File: config.mk
export PLATFORM = sky130hd
export DESIGN_NAME = speaker_serializer
export DESIGN_NICKNAME = d
export VERILOG_FILES = /design/src/rtl/spk_pkg.sv /design/src/rtl/spk_clk_gen.sv /design/src/rtl/speaker_serializer.sv
export SDC_FILE = /design/constraint.sdc
export NUM_CORES = 1
export LEC_CHECK = 0
export BUFFER_PORTS_ARGS = -buffer_cell sky130_fd_sc_hd__buf_2
export CAP_MARGIN = 40
export CORE_MARGIN = 3
export CORE_UTILIZATION = 45
export DETAILED_ROUTE_END_ITERATION = 12
export PLACE_DENSITY = 0.75
export RECOVER_POWER = 25
export SLEW_MARGIN = 20
export SYNTH_ARGS = -nofsm -noshare
export SYNTH_HDL_FRONTEND = slang
export SYNTH_HIERARCHICAL = 1
export SYNTH_SLANG_ARGS = --single-unit
File: constraint.sdc
create_clock -name clk -period 4.1 [get_ports clk]
set_input_delay 0.205 -clock clk [delete_from_list [all_inputs] [get_ports clk]]
set_output_delay 0.205 -clock clk [all_outputs]
set_load 0.01 [all_outputs]
File: src/rtl/spk_pkg.sv
// rtl/spk_pkg.sv - shared constants, sample type and slot-bit helper for speaker_serializer
//
// Purpose:
//   Frame/clock ratios of the Pmod I2S2 transmit path and a helper that
//   returns the serial bit carried by a given slot of a stereo frame.
// Contents:
//   SPK_FRAME_LEN  clk cycles per stereo frame (512)
//   SPK_SCK_DIV    clk cycles per bit clock (16)
//   SPK_MCLK_DIV   clk cycles per master clock (4)
//   SPK_SLOTS      bit slots per frame (32)
//   sample_t       16-bit signed audio sample
//   slot_bit()     bit for slot 0..31 (0..15 left MSB..LSB, 16..31 right MSB..LSB)
package spk_pkg;

  localparam int SPK_FRAME_LEN = 512;
  localparam int SPK_SCK_DIV   = 16;
  localparam int SPK_MCLK_DIV  = 4;
  localparam int SPK_SLOTS     = 32;

  typedef logic signed [15:0] sample_t;

  // Within a word, slot index k maps to bit 15-k, which for 4 bits is ~k.
  function automatic logic slot_bit(input logic [4:0] slot,
                                    input sample_t    left,
                                    input sample_t    right);
    return slot[4] ? right[~slot[3:0]] : left[~slot[3:0]];
  endfunction

endpackage

File: src/rtl/spk_clk_gen.sv
// rtl/spk_clk_gen.sv - frame counter and DAC clock generation for speaker_serializer
//
// Purpose:
//   Free-running frame counter; every DAC clock is a counter bit so all
//   clocks stay phase-locked to the frame.
// Ports:
//   clk          in   system clock
//   rst          in   asynchronous active-high reset
//   o_mclk       out  master clock, clk/4
//   o_sck        out  bit clock, clk/16
//   o_lrck       out  word select, clk/512 (0 = left, 1 = right)
//   o_slot       out  current bit slot, 0..31
//   o_frame_end  out  high while the counter is at its last value (511)
//   o_bit_edge   out  high on the last clk of each bit slot (sck about to fall)
module spk_clk_gen
  import spk_pkg::*;
#(
  parameter int FRAME_BITS = 9
) (
  input  logic                  clk,
  input  logic                  rst,
  output logic                  o_mclk,
  output logic                  o_sck,
  output logic                  o_lrck,
  output logic [FRAME_BITS-5:0] o_slot,
  output logic                  o_frame_end,
  output logic                  o_bit_edge
);

  logic [FRAME_BITS-1:0] r_cnt;

  always_ff @(posedge clk or posedge rst) begin
    if (rst) begin
      r_cnt <= '0;
    end else begin
      r_cnt <= r_cnt + {{(FRAME_BITS-1){1'b0}}, 1'b1};
    end
  end

  assign o_mclk      = r_cnt[1];
  assign o_sck       = r_cnt[3];
  assign o_lrck      = r_cnt[FRAME_BITS-1];
  assign o_slot      = r_cnt[FRAME_BITS-1:4];
  assign o_frame_end = &r_cnt;
  assign o_bit_edge  = &r_cnt[3:0];

endmodule

File: src/rtl/speaker_serializer.sv
// rtl/speaker_serializer.sv - stereo 16-bit I2S/left-justified transmitter for the Pmod I2S2 DAC
//
// Purpose:
//   Captures one left/right sample pair per 512-clk frame and shifts both
//   words out MSB-first on audio_sdin, with DAC clocks derived from clk.
// Configuration:
//   SPK_I2S_DELAY_EN  defined   : standard I2S, data lags lrck by one slot
//                     undefined : left-justified, MSB coincident with lrck edge
// Ports:
//   clk          in   system clock, 100 MHz
//   rst          in   asynchronous active-high reset
//   audio_left   in   left sample, two's complement
//   audio_right  in   right sample, two's complement
//   audio_mclk   out  master clock, clk/4
//   audio_lrck   out  word select, clk/512
//   audio_sck    out  bit clock, clk/16
//   audio_sdin   out  registered serial data
//   sample_req   out  one-clk pulse after each capture
module speaker_serializer
  import spk_pkg::*;
#(
  parameter int FRAME_BITS = 9,
  parameter int SAMPLE_W   = 16
) (
  input  logic                clk,
  input  logic                rst,
  input  logic [SAMPLE_W-1:0] audio_left,
  input  logic [SAMPLE_W-1:0] audio_right,
  output logic                audio_mclk,
  output logic                audio_lrck,
  output logic                audio_sck,
  output logic                audio_sdin,
  output logic                sample_req
);

  logic [4:0] w_slot;
  logic [4:0] w_next_slot;
  logic       w_frame_end;
  logic       w_bit_edge;
  logic       w_next_bit;

  sample_t    r_hold_l;
  sample_t    r_hold_r;
  logic       r_sdin;
  logic       r_sample_req;
`ifdef SPK_I2S_DELAY_EN
  logic       r_dly;
`endif

  spk_clk_gen #(
    .FRAME_BITS (FRAME_BITS)
  ) u_clk_gen (
    .clk         (clk),
    .rst         (rst),
    .o_mclk      (audio_mclk),
    .o_sck       (audio_sck),
    .o_lrck      (audio_lrck),
    .o_slot      (w_slot),
    .o_frame_end (w_frame_end),
    .o_bit_edge  (w_bit_edge)
  );

  assign w_next_slot = w_slot + 5'd1;

  // The next frame's slot 0 is loaded on the capture edge itself, so it must
  // come from the live input rather than the hold register being written.
  assign w_next_bit = w_frame_end ? audio_left[SAMPLE_W-1]
                                  : slot_bit(w_next_slot, r_hold_l, r_hold_r);

  always_ff @(posedge clk or posedge rst) begin
    if (rst) begin
      r_hold_l     <= '0;
      r_hold_r     <= '0;
      r_sdin       <= 1'b0;
      r_sample_req <= 1'b0;
`ifdef SPK_I2S_DELAY_EN
      r_dly        <= 1'b0;
`endif
    end else begin
      r_sample_req <= w_frame_end;
      if (w_frame_end) begin
        r_hold_l <= audio_left;
        r_hold_r <= audio_right;
      end
      if (w_bit_edge) begin
`ifdef SPK_I2S_DELAY_EN
        // One-slot lag: slot 0 ends up carrying the previous right LSB.
        r_dly  <= w_next_bit;
        r_sdin <= r_dly;
`else
        r_sdin <= w_next_bit;
`endif
      end
    end
  end

  assign audio_sdin = r_sdin;
  assign sample_req = r_sample_req;

endmodule
==> summary.txt, run 1 <==
Drt
  – Average vias per placed instance: 5.09
  – Vias: 1134
  – Drt drc: 0
  – Drt wl/cell: 15.4 um
  – DRT Pass-1 Iters: 4
  – DRT iter0 DRCs: 35
  – WL final: 3430 um
  – ANT nets after route: 0

Critical path
  – Cell Chain, Critical Path: ha_1 -> mux2i_1 -> mux4_2 -> mux2i_1 -> mux2i_1 -> o21ai_1
  – Critical Path End Type: flop
  – Critical Path AT: 2.73 ns
  – CP Class: reg2reg
  – Worst reg2reg startpoint: u_clk_gen/r_cnt[4]
  – Critical Path Most Common Cell: mux2i_1
  – Reg2Reg Setup Slack: 1.58 ns
  – Worst Setup Start Kind: flop
  – Critical path required time: 4.32 ns
  – Crit Path Max Fanout: 12
  – Worst path slowest cell: ha_1
  – RR Endpoint: audio_sdin
  – Max incr delay on CP: 0.80 ns
  – Cell depth of the worst flop-to-flop path: 6

Yosys
  – Mapped cell area: 1990 um^2
  – Cells after Synth: 136
  – Seq/Total Area, Yosys: 0.541
  – Xor and xnor area share after synthesis: 0.0434
  – Synth Area in Adders: 0.0189
  – Largest family of logic cells by synthesized area: multiplexers
  – Synth Register Bits: 43
  – Simple logic cell fraction of the synthesized area: 0.0346
  – Compound-Gate Fraction of Synth Area: 0.00755
  – Yosys top cell by area: dfrtp_1
  – Avg Cell Area, Syn: 14.6 um^2
  – Ranking of synthesized cells by area: dfrtp_1 54%, mux2_1 18%, mux4_2 6.8%
  – Count of different cell masters after synthesis: 19
  – Mapped Nets: 173
  – Synth top area share: 0.541
  – Yosys Warn Count: 6
  – Mux share of post-synthesis cell area: 0.309

Placement
  – HPWL after DPL: 2620 um
  – Area after DPL: 2180 um^2
  – RD Place Congestion: 0.763
  – Pre-CTS setup slack: 1.59 ns
  – DP Cell Count: 214
  – PortBufs: 38

Run status
  – Failing checks: capacitance limit, slew limit
  – Status: finished with violations

Power and ir drop
  – Switching share of power: 0.197
  – Clock power share: 0.390
  – Switching pwr: 145 uW
  – Power density cells: 321 nW/um^2
  – Logic pwr share: 0.033
  – Seq pwr share: 0.578
  – Cell internal pwr: 589 uW
  – Pleak: 0.00121 uW
  – Max IR drop VDD: 0.206 mV

STA
  – FMAX: 397 MHz
  – Hold WS: 0.125 ns
  – Minimum clock period after layout: 2.52 ns
  – Final setup vio count: 0
  – Worst setup margin: 1.58 ns
  – Rel. slew slack: -0.160
  – Final Hold Vio Count: 0
  – Slew Limit Fails: 35
  – Worst Tran Pin Value: 1.74 ns
  – Clk_skew: 0.00573 ns
  – RSZ-0062 raised after global routing: false
  – Final setup TNS: 0 ns
  – Fin crit share: 0.614

Clock tree
  – Post-CTS Setup Bufs: 0
  – Longest Clk Path Bufs: 2
  – CTS tree: done
  – CTS Sinks: 43
  – Number of buffers created by CTS: 5
  – CTS HTree Levels: 2
  – Clock Latency Late Sink: 0.29 ns
  – Clock Tree Root: clkbuf_8
  – Clock transition at the registers of the reported paths: 0.08 ns

Floorplanning
  – Chip Height: 72.5 um
  – Row count: 23
  – Core Footprint: 4140 um^2
  – Top Ports: 39
  – Die width: 72.5 um
  – Initial Util: 0.480
  – Die area: 5250 um^2

Min path
  – Hold Crit Endpoint: r_hold_l[4]
  – Hold path start: audio_left[4]
  – WHS Path Cells: 2
  – Hold Path Class: in2reg

GRT
  – Gr usage total: 0.144
  – Largest net degree at the start of global routing: 36
  – Vias in the first global route: 1242
  – Global-route wire length before repair: 5730 um
  – Antenna violations before repair: 0
  – Gr ovfl total: 0

Cells and area
  – Area delta synth->final: 15.0%
  – Layout cells sized above 1: 0.306
  – Layout Cells excl Fill: 223
  – N_diodes: 0
  – Layout Nets: 209
  – Layout Cell Area excl Fill: 2290 um^2

Run
  – Max Cap Viol: 1
-- synth_stat cells --
master / n
and3_1: 4
buf_4: 6
buf_6: 1
clkbuf_1: 5
dfrtp_1: 43
ha_1: 3
inv_1: 4
mux2_1: 31
mux2i_1: 13
mux4_2: 6
nand2_1: 2
nand2b_1: 1
nand3_1: 4
nand3_2: 1
o21ai_0: 1
o21ai_1: 2
xnor2_1: 4
xor2_1: 4
xor2_2: 1
-- metal layers --
layer  global-route usage  share of wire  wire length [um]
met1                0.177           0.44              1500
met2                0.232           0.48              1640
met3               0.0512          0.063               217
met4               0.0594          0.020                69
met5                    0              0                 0
-- metrics by stage --
step                 util  total power (uW)
finish              0.552               734
floorplan               -               439
global placement    0.526               456
global route        0.552               767
detailed placement  0.526               457
CTS                 0.553               747
-- final cells by class --
type                    instances  area (um^2)
flip-flops and latches         43         1080
repair buffers                 41          210
clock buffers                   8          100
inverters                       4         15.0
multi-input cells              77          822
well taps                      50         62.6
fillers                       368         1860
-- layout by cell type, fill, tap and decap left out, drive strengths merged --
master / synthesis / final
dfrtp: 43 / 43
buf: 7 / 38
mux2: 31 / 31
mux2i: 13 / 13
clkbuf: 5 / 10
mux4: 6 / 6
nand3: 5 / 5
xor2: 5 / 5
inv: 4 / 4
xnor2: 4 / 4
and3: 4 / 4
ha: 3 / 3
o21ai: 3 / 3
nand2: 2 / 2
nand2b: 1 / 1
dlygate4sd3: 0 / 1
-- power by group through the flow --
stage | Clock (uW) | Sequential, uW | Combinational, uW
6_report | 286 | 424 | 23.9
5_1_grt | 315 | 424 | 27.7
4_1_cts | 298 | 424 | 25.7
3_5_place_dp | 0 | 432 | 25.0
3_3_place_gp | 0 | 432 | 23.5
2_1_floorplan | 0 | 432 | 6.60
-- flip-flops by register name, indices dropped and copies added, names as in the netlist --
register and cells:
u_clk_gen/r_cnt 9, sample_req 1, r_hold_l 16, audio_sdin 1
r_hold_r 16
-- cells by family (layout without fill, tap and decap cells) --
family                   after synthesis  in the layout
multiplexers                          50             50
flip-flops                            43             43
buffers and inverters                 16             53
AND/OR/NAND/NOR                       12             12
XOR/XNOR                               9              9
adder cells (fa/ha/maj)                3              3
AO/OA/AOI/OAI                          3              3
-- critical path, delay by kind of cell (launching register included) --
family | cells | cell delay, ns
multiplexers | 4 | 0.93
adder cells (fa/ha/maj) | 1 | 0.80
AO/OA/AOI/OAI | 1 | 0.13
flip-flops | 1 | 0.58
-- worst max-delay path by stage --
| stage | startpoint | to | slack (ns) |
|---|---|---|---|
| after detailed placement | u_clk_gen/r_cnt[4] | audio_sdin | 1.59 |
| after CTS | u_clk_gen/r_cnt[4] | audio_sdin | 1.57 |
| after floorplan | u_clk_gen/r_cnt[1] | r_hold_l[0] | 1.91 |
| after global routing | u_clk_gen/r_cnt[4] | audio_sdin | 1.47 |
| after global placement | u_clk_gen/r_cnt[4] | audio_sdin | 1.80 |
| final | u_clk_gen/r_cnt[4] | audio_sdin | 1.58 |
-- what timing repair did --
action	CTS	global route
hold endpoints to repair	9	0
hold buffers	1	0
gates resized for setup	0	0
(Power assumes the default switching activity.)
==> run 2, diff against run 1 <==
--- a/config.mk
+++ b/config.mk
@@ -5,12 +5,13 @@
 export SDC_FILE = /design/constraint.sdc
 export NUM_CORES = 1
 export LEC_CHECK = 0
+export ABC_AREA = 1
 export BUFFER_PORTS_ARGS = -buffer_cell sky130_fd_sc_hd__buf_2
 export CAP_MARGIN = 40
 export CORE_MARGIN = 3
 export CORE_UTILIZATION = 45
 export DETAILED_ROUTE_END_ITERATION = 12
-export PLACE_DENSITY = 0.75
+export PLACE_DENSITY = 0.77
 export RECOVER_POWER = 25
 export SLEW_MARGIN = 20
 export SYNTH_ARGS = -nofsm -noshare
==> constraint.sdc (replaced) <==
create_clock -name clk -period 2.21 [get_ports clk]
set_input_delay 0.1105 -clock clk [delete_from_list [all_inputs] [get_ports clk]]
set_output_delay 0.1105 -clock clk [all_outputs]
set_load 0.01 [all_outputs]
==> run 2 against run 1 <==
  * The flow now finishes without violations
  * Synthesized cell count grew 97%
  * Sequential share of layout area shrank 2.9 points
  * Synthesized area up 7.7%
  * Sequential power up 85%
  * Largest power group unchanged
  * Critical path depth is 2 higher
  * Flip-flop and latch count is the same
  * Cell count up 59%
  * Worst hold slack got worse by 0.11 ns
  * Routed wire length is 26% higher
  * Highest routed layer unchanged
  * Cell area grew 6.7%
  * Die area rose by 7.1%
==> summary.txt, run 2 <==
Critical path
  – Max incr delay on CP: 0.39 ns (-0.41 ns)
  – Worst Setup Start Kind: flop
  – Worst path slowest cell: dfrtp_1
  – Critical Path AT: 2.06 ns (-0.67 ns)
  – Crit Path Max Fanout: 31 (+19)
  – CP Class: reg2reg
  – Cell Chain, Critical Path: ha_1 -> nand2_2 -> inv_2 -> nand3_1 -> nor2_2 -> ha_2 -> buf_4 -> o21ai_0
  – Critical path required time: 2.38 ns (-1.94 ns)
  – Top delay family on crit path: adder cells
  – CP Buf/Inv Count: 2 (+2)
  – Critical Path End Type: flop
  – Reg2Reg Setup Slack: 0.32 ns (-1.27 ns)

STA
  – Fin crit share: 0.857 (+0.243)
  – Worst setup margin: 0.315 ns (-1.27 ns)
  – Final setup vio count: 0 (unchanged)
  – FMAX: 528 MHz (+33%)
  – Minimum clock period after layout: 1.89 ns (-0.622 ns)
  – Final Hold Vio Count: 0 (unchanged)
  – Hold WS: 0.0128 ns (-0.113 ns)
  – Rel. slew slack: 0.442 (+0.603)
  – Worst Tran Pin Value: 0.836 ns (-0.904 ns)
  – RSZ-0062 raised after global routing: false
  – Final setup TNS: 0 ns (unchanged)
  – Clk_skew: 0.00465 ns (-0.00108 ns)
  – Slew Limit Fails: 0 (-100%)

Cells and area
  – Most frequent cells in the layout: 76 x nand2_1, 43 x dfrtp_1, 41 x inv_1
  – Final Util: 0.545 (-0.00661)
  – Largest regs: r_hold_l (16), r_hold_r (16), u_clk_gen/r_cnt (9)
  – N_diodes: 0 (unchanged)
  – Layout Nets: 339 (+62%)
  – Area delta synth->final: 13.8%
  – # fillers: 426 (+16%)
  – Layout cells sized above 1: 0.195 (-0.112)
  – Commonest non-fill, non-tap cell in the layout: nand2_1

Yosys
  – Post-synth EDFFs: 0 (unchanged)
  – Cells after Synth: 268 (+97%)
  – Most common cell in the netlist: nand2_1
  – Mapped Nets: 305 (+76%)
  – Yosys Warn Count: 6 (unchanged)
  – Mapped cell area: 2140 um^2 (+7.7%)
  – Asr flop ratio synth: 1.00 (unchanged)
  – Yosys top cell by area: dfrtp_1
  – Avg Cell Area, Syn: 7.99 um^2 (-45%)
  – Most common library cells after synthesis: 76 x nand2_1, 43 x dfrtp_1, 41 x inv_1
  – Predominant post-synthesis flop cell: dfrtp_1
  – Synth top area share: 0.502 (-0.0389)
  – Seq/Total Area, Yosys: 0.502 (-0.0389)
  – Synth Register Bits: 43 (unchanged)
  – Count of different cell masters after synthesis: 23 (+4)
  – Ranking of synthesized cells by area: dfrtp_1 50%, nand2_1 13%, nand3_1 7.7%

Placement
  – RD Place Congestion: 0.812 (+6.5%)
  – PortBufs: 38 (unchanged)
  – Pre-CTS setup slack: 0.320 ns (-1.27 ns)
  – HPWL after DPL: 3130 um (+20%)

Drt
  – DRT iter0 DRCs: 143 (+310%)
  – Average vias per placed instance: 4.91 (-3.4%)
  – Drt wl/cell: 12.1 um (-21%)
  – WL final: 4310 um (+26%)
  – Drt drc: 0 (unchanged)
  – Vias: 1744 (+54%)
  – DRT Pass-1 Iters: 5 (+1)
  – ANT nets after route: 0 (unchanged)

Clock tree
  – Clock Latency Late Sink: 0.30 ns (about the same)
  – Cts hold-fix bufs: 1 (unchanged)
  – Post-CTS Setup Bufs: 0 (unchanged)
  – Clock transition at the registers of the reported paths: 0.08 ns (about the same)
  – Post-cts resize count: 0 (unchanged)
  – CTS Sinks: 43 (unchanged)
  – CTS HTree Levels: 2 (unchanged)
  – Number of buffers created by CTS: 5 (unchanged)
  – Clock Tree Root: clkbuf_8
  – Longest Clk Path Bufs: 2 (unchanged)
  – CTS tree: done

Floorplanning
  – Chip Height: 75.0 um (+3.5%)
  – Row count: 24 (+4.3%)
  – Die area: 5620 um^2 (+7.1%)
  – Core Footprint: 4470 um^2 (+8.0%)
  – Die width: 75.0 um (+3.5%)
  – Top Ports: 39 (unchanged)
  – Initial Util: 0.479 (-0.00102)

Power and ir drop
  – Cell internal pwr: 1090 uW (+86%)
  – Switching pwr: 288 uW (+100%)
  – Pleak: 0.00121 uW (about the same)
  – Max IR drop VDD: 0.292 mV (+42%)
  – Seq pwr share: 0.569 (-0.009)
  – Clock power share: 0.398 (+0.008)
  – Power density cells: 567 nW/um^2 (+77%)
  – Switching share of power: 0.209 (+0.0118)
  – Logic pwr share: 0.033 (about the same)

GRT
  – Antenna violations before repair: 0 (unchanged)
  – Met3 usage: 0.0360 (-0.0152)
  – Grt met2 use: 0.263 (+0.0315)
  – Vias in the first global route: 1618 (+30%)
  – Gr ovfl total: 0 (unchanged)
  – Largest net degree at the start of global routing: 35 (-2.8%)
  – Global-route wire length before repair: 7200 um (+26%)
  – Met1 Use GR: 0.230 (+0.0536)
  – Global route hottest layer: met2
  – Gr usage total: 0.170 (+0.0257)

Min path
  – Hold Path Class: in2reg

Run status
  – Status: finished clean

Run
  – Max Cap Viol: 0 (-1)
## run 2: cell types whose count changed after synthesis, sizes merged, moves of 2 or more
cell    previous run  this run
nand3              5        35
mux2              31         0
and3               4         0
mux2i             13         0
inv                4        43
nand2              2        77
nor2               0         9
xor2               5         3
clkbuf             5         7
buf                7         9
mux4               6         0
o21ai              3        32
## run 2: worst paths after layout
path / startpoint / to / cells after the start
setup / recovery: u_clk_gen/r_cnt[1] / r_hold_r[8] / 8
hold / removal: audio_left[4] / r_hold_l[4] / 3
setup reg to reg: u_clk_gen/r_cnt[1] / r_hold_r[8] / 8
hold reg to reg: u_clk_gen/r_cnt[0] / u_clk_gen/r_cnt[0] / 1
max in group asynchronous: rst / audio_sdin / 4
min in group asynchronous: rst / u_clk_gen/r_cnt[4] / 3
## run 2: cell families (layout without fill, tap and decap cells)
| group | after synthesis | after routing | share of synthesized area |
|---|---|---|---|
| AND/OR/NAND/NOR | 123 | 123 | 0.251 |
| adder cells (fa/ha/maj) | 3 | 3 | 0.0175 |
| buffers and inverters | 59 | 94 | 0.123 |
| flip-flops | 43 | 43 | 0.502 |
| XOR/XNOR | 6 | 6 | 0.0245 |
| AO/OA/AOI/OAI | 34 | 34 | 0.0824 |
## run 2: per-stage QoR
| step | cells | total power, uW | area (um^2) |
|---|---|---|---|
| after global routing | 355 | 1430 | 2440 |
| after CTS | 355 | 1390 | 2440 |
| final | 355 | 1380 | 2440 |
| after global placement | 346 | 849 | 2330 |
| after floorplan | 268 | 813 | 2140 |
| after detailed placement | 346 | 848 | 2330 |
## run 2: cell type report
type / instances / area, um^2 / share of cell area
Clock buffer: 8 / 100 / 0.0410
Timing Repair Buffer: 43 / 228 / 0.0934
Inverter: 43 / 164 / 0.0672
Multi-Input combinational cell: 166 / 806 / 0.330
Tap cell: 52 / 65.1 / 0.0267
Sequential cell: 43 / 1080 / 0.441
## run 2: worst min-delay path, cell delays in order
cell,delay (ns)
buf_2,0.08
nand2_1,0.04
o21ai_0,0.05
## run 2: power by group through the flow
stage / clock network [uW] / logic (uW) / registers (uW)
final: 550 / 46.3 / 786
after global routing: 586 / 52.9 / 786
after CTS: 558 / 48.6 / 786
after detailed placement: 0 / 46.8 / 802
after global placement: 0 / 47.1 / 802
after floorplan: 0 / 11.7 / 802
## run 2: routing by layer
metal,part of all wire,up-vias
met3,0.058,7
met1,0.48,798
li1,-,891
met2,0.44,48
met5,0,-
met4,0.017,0
==> run 3, diff against run 2 <==
--- a/config.mk
+++ b/config.mk
@@ -10,6 +10,7 @@
 export CAP_MARGIN = 40
 export CORE_MARGIN = 3
 export CORE_UTILIZATION = 45
+export CTS_BUF_LIST = sky130_fd_sc_hd__clkbuf_8
 export DETAILED_ROUTE_END_ITERATION = 12
 export PLACE_DENSITY = 0.77
 export RECOVER_POWER = 25
==> run 3 against run 2 <==
  * Worst hold slack about the same
  * Via count increased by 0.46%
  * Cell count unchanged
  * Maximum frequency about the same
  * Cell area unchanged
  * Register-to-register slack about the same
  * Critical endpoint unchanged
  * Largest cell class unchanged
  * Highest routed layer unchanged
==> summary.txt, run 3 (same netlist as run 2, synthesis figures left out) <==
Run status
  – Status: finished clean

Power and ir drop
  – Overall power: 1380 uW (-0.27%)
  – Pleak: 0.00122 uW (+0.34%)
  – Max IR drop VDD: 0.294 mV (+0.47%)
  – Power density cells: 565 nW/um^2 (-0.27%)

Clock tree
  – Post-CTS Setup Bufs: 0 (unchanged)
  – Clock Latency Late Sink: 0.30 ns (about the same)
  – Number of buffers created by CTS: 5 (unchanged)
  – CTS tree: done
  – CTS HTree Levels: 2 (unchanged)
  – Clock transition at the registers of the reported paths: 0.08 ns (about the same)
  – Longest Clk Path Bufs: 2 (unchanged)
  – Clock Tree Root: clkbuf_8
  – CTS Sinks: 43 (unchanged)

GRT
  – Met3 usage: 0.0360 (unchanged)
  – Global-route wire length before repair: 7200 um (unchanged)
  – Grt met2 use: 0.263 (unchanged)
  – Gr usage total: 0.170 (unchanged)
  – Global route hottest layer: met2
  – Gr ovfl total: 0 (unchanged)
  – Largest net degree at the start of global routing: 35 (unchanged)
  – Vias in the first global route: 1618 (unchanged)
  – Met1 Use GR: 0.230 (unchanged)
  – Antenna violations before repair: 0 (unchanged)

Critical path
  – Critical Path End Type: flop
  – Crit Path Max Fanout: 31 (unchanged)
  – Critical Path AT: 2.06 ns (about the same)
  – CP startpoint: u_clk_gen/r_cnt[1]
  – Cell Chain, Critical Path: ha_1 -> nand2_2 -> inv_2 -> nand3_1 -> nor2_2 -> ha_2 -> buf_4 -> o21ai_0
  – Worst path slowest cell: dfrtp_1
  – CP Class: reg2reg
  – Worst reg2reg startpoint: u_clk_gen/r_cnt[1]
  – Critical path required time: 2.38 ns (about the same)
  – Worst Setup Start Kind: flop
  – Max incr delay on CP: 0.39 ns (about the same)

Floorplanning
  – Top Ports: 39 (unchanged)
  – Die width: 75.0 um (unchanged)
  – Initial Util: 0.479 (unchanged)
  – Chip Height: 75.0 um (unchanged)
  – Row count: 24 (unchanged)
  – Core Footprint: 4470 um^2 (unchanged)
  – Die area: 5620 um^2 (unchanged)

Cells and area
  – N_diodes: 0 (unchanged)
  – Layout Nets: 339 (unchanged)
  – Layout cells sized above 1: 0.195 (unchanged)
  – Layout Cells excl Fill: 355 (unchanged)
  – Commonest non-fill, non-tap cell in the layout: nand2_1
  – Most frequent cells in the layout: 76 x nand2_1, 43 x dfrtp_1, 42 x inv_1
  – # fillers: 426 (unchanged)
  – Final Util: 0.545 (unchanged)
  – Largest regs: r_hold_l (16), r_hold_r (16), u_clk_gen/r_cnt (9)
  – Area delta synth->final: 13.8% (unchanged)

Placement
  – DP Cell Count: 346 (unchanged)
  – PortBufs: 38 (unchanged)
  – HPWL after DPL: 3130 um (unchanged)
  – RD Place Congestion: 0.812 (unchanged)

Run
  – Max Cap Viol: 0 (unchanged)

Drt
  – DRT Pass-1 Iters: 4 (-1)
  – Average vias per placed instance: 4.94 (+0.46%)
  – ANT nets after route: 0 (unchanged)
  – Drt wl/cell: 12.2 um (about the same)
  – WL final: 4310 um (about the same)
  – Vias: 1752 (+0.46%)
  – DRT iter0 DRCs: 143 (unchanged)
  – Drt drc: 0 (unchanged)

STA
  – RSZ-0062 raised after global routing: false
  – Worst Tran Pin Value: 0.836 ns (+0.0000204 ns)
  – Minimum clock period after layout: 1.90 ns (+0.00131 ns)
  – Rel. slew slack: 0.442 (about the same)
  – Slew Limit Fails: 0 (unchanged)
  – Fin crit share: 0.858 (about the same)
  – Clk_skew: 0.00442 ns (-0.000227 ns)
  – Final Hold Vio Count: 0 (unchanged)
  – Final setup TNS: 0 ns (unchanged)
  – Hold WS: 0.0125 ns (-0.000293 ns)
  – Final setup vio count: 0 (unchanged)
  – FMAX: 527 MHz (about the same)

Min path
  – Hold Path Class: in2reg
  – Hold path start: audio_left[4]
## run 3: path summary, 6_finish.rpt
check                                endpoint  depth (start not counted)  slack [ns]
setup / recovery                  r_hold_r[8]                          8        0.31
setup reg to reg                  r_hold_r[8]                          8        0.31
hold / removal                    r_hold_l[4]                          3        0.01
min in group asynchronous  u_clk_gen/r_cnt[6]                          3        0.32
hold reg to reg            u_clk_gen/r_cnt[0]                          1        0.47
max in group asynchronous          audio_sdin                          4        1.07
## run 3: power by group
part           switching, uW  internal, uW
registers                  0           786
clock network            265           281
logic                   24.1          22.1
total                    289          1090
## run 3: worst max-delay path, delay by kind of cell, from the launching register on
family,cells,cell delay [ns]
simple gates,3,0.27
buf+inv,2,0.41
fa+ha+maj,2,0.53
flops,1,0.39
compound gates,1,0.15
## run 3: layer usage
metal  part of all wire  wire, um  vias up
met3              0.059       253        7
met5                  0         0        -
met2               0.44      1920       50
met1               0.48      2070      804
met4              0.017        72        0
li1                   -         -      891
## run 3: final cells by class
class,count,area [um^2],area share
clock buffers,7,96.3,0.0395
clock inverters,1,3.75,0.00154
inverters,43,164,0.0672
multi-input cells,166,806,0.330
flip-flops and latches,43,1080,0.441
well taps,52,65.1,0.0267
repair buffers,43,228,0.0934
## run 3: timing repair
item	in CTS	in global routing
hold buffers	1	0
endpoints found under the hold margin	43	0
resized for setup	0	0
## run 3: stage by stage
stage                     area (um^2)  setup slack, ns
after global placement           2330            0.424
final                            2440            0.314
after CTS                        2440            0.308
after floorplan                  2140            0.408
after detailed placement         2330            0.320
after global routing             2440            0.113
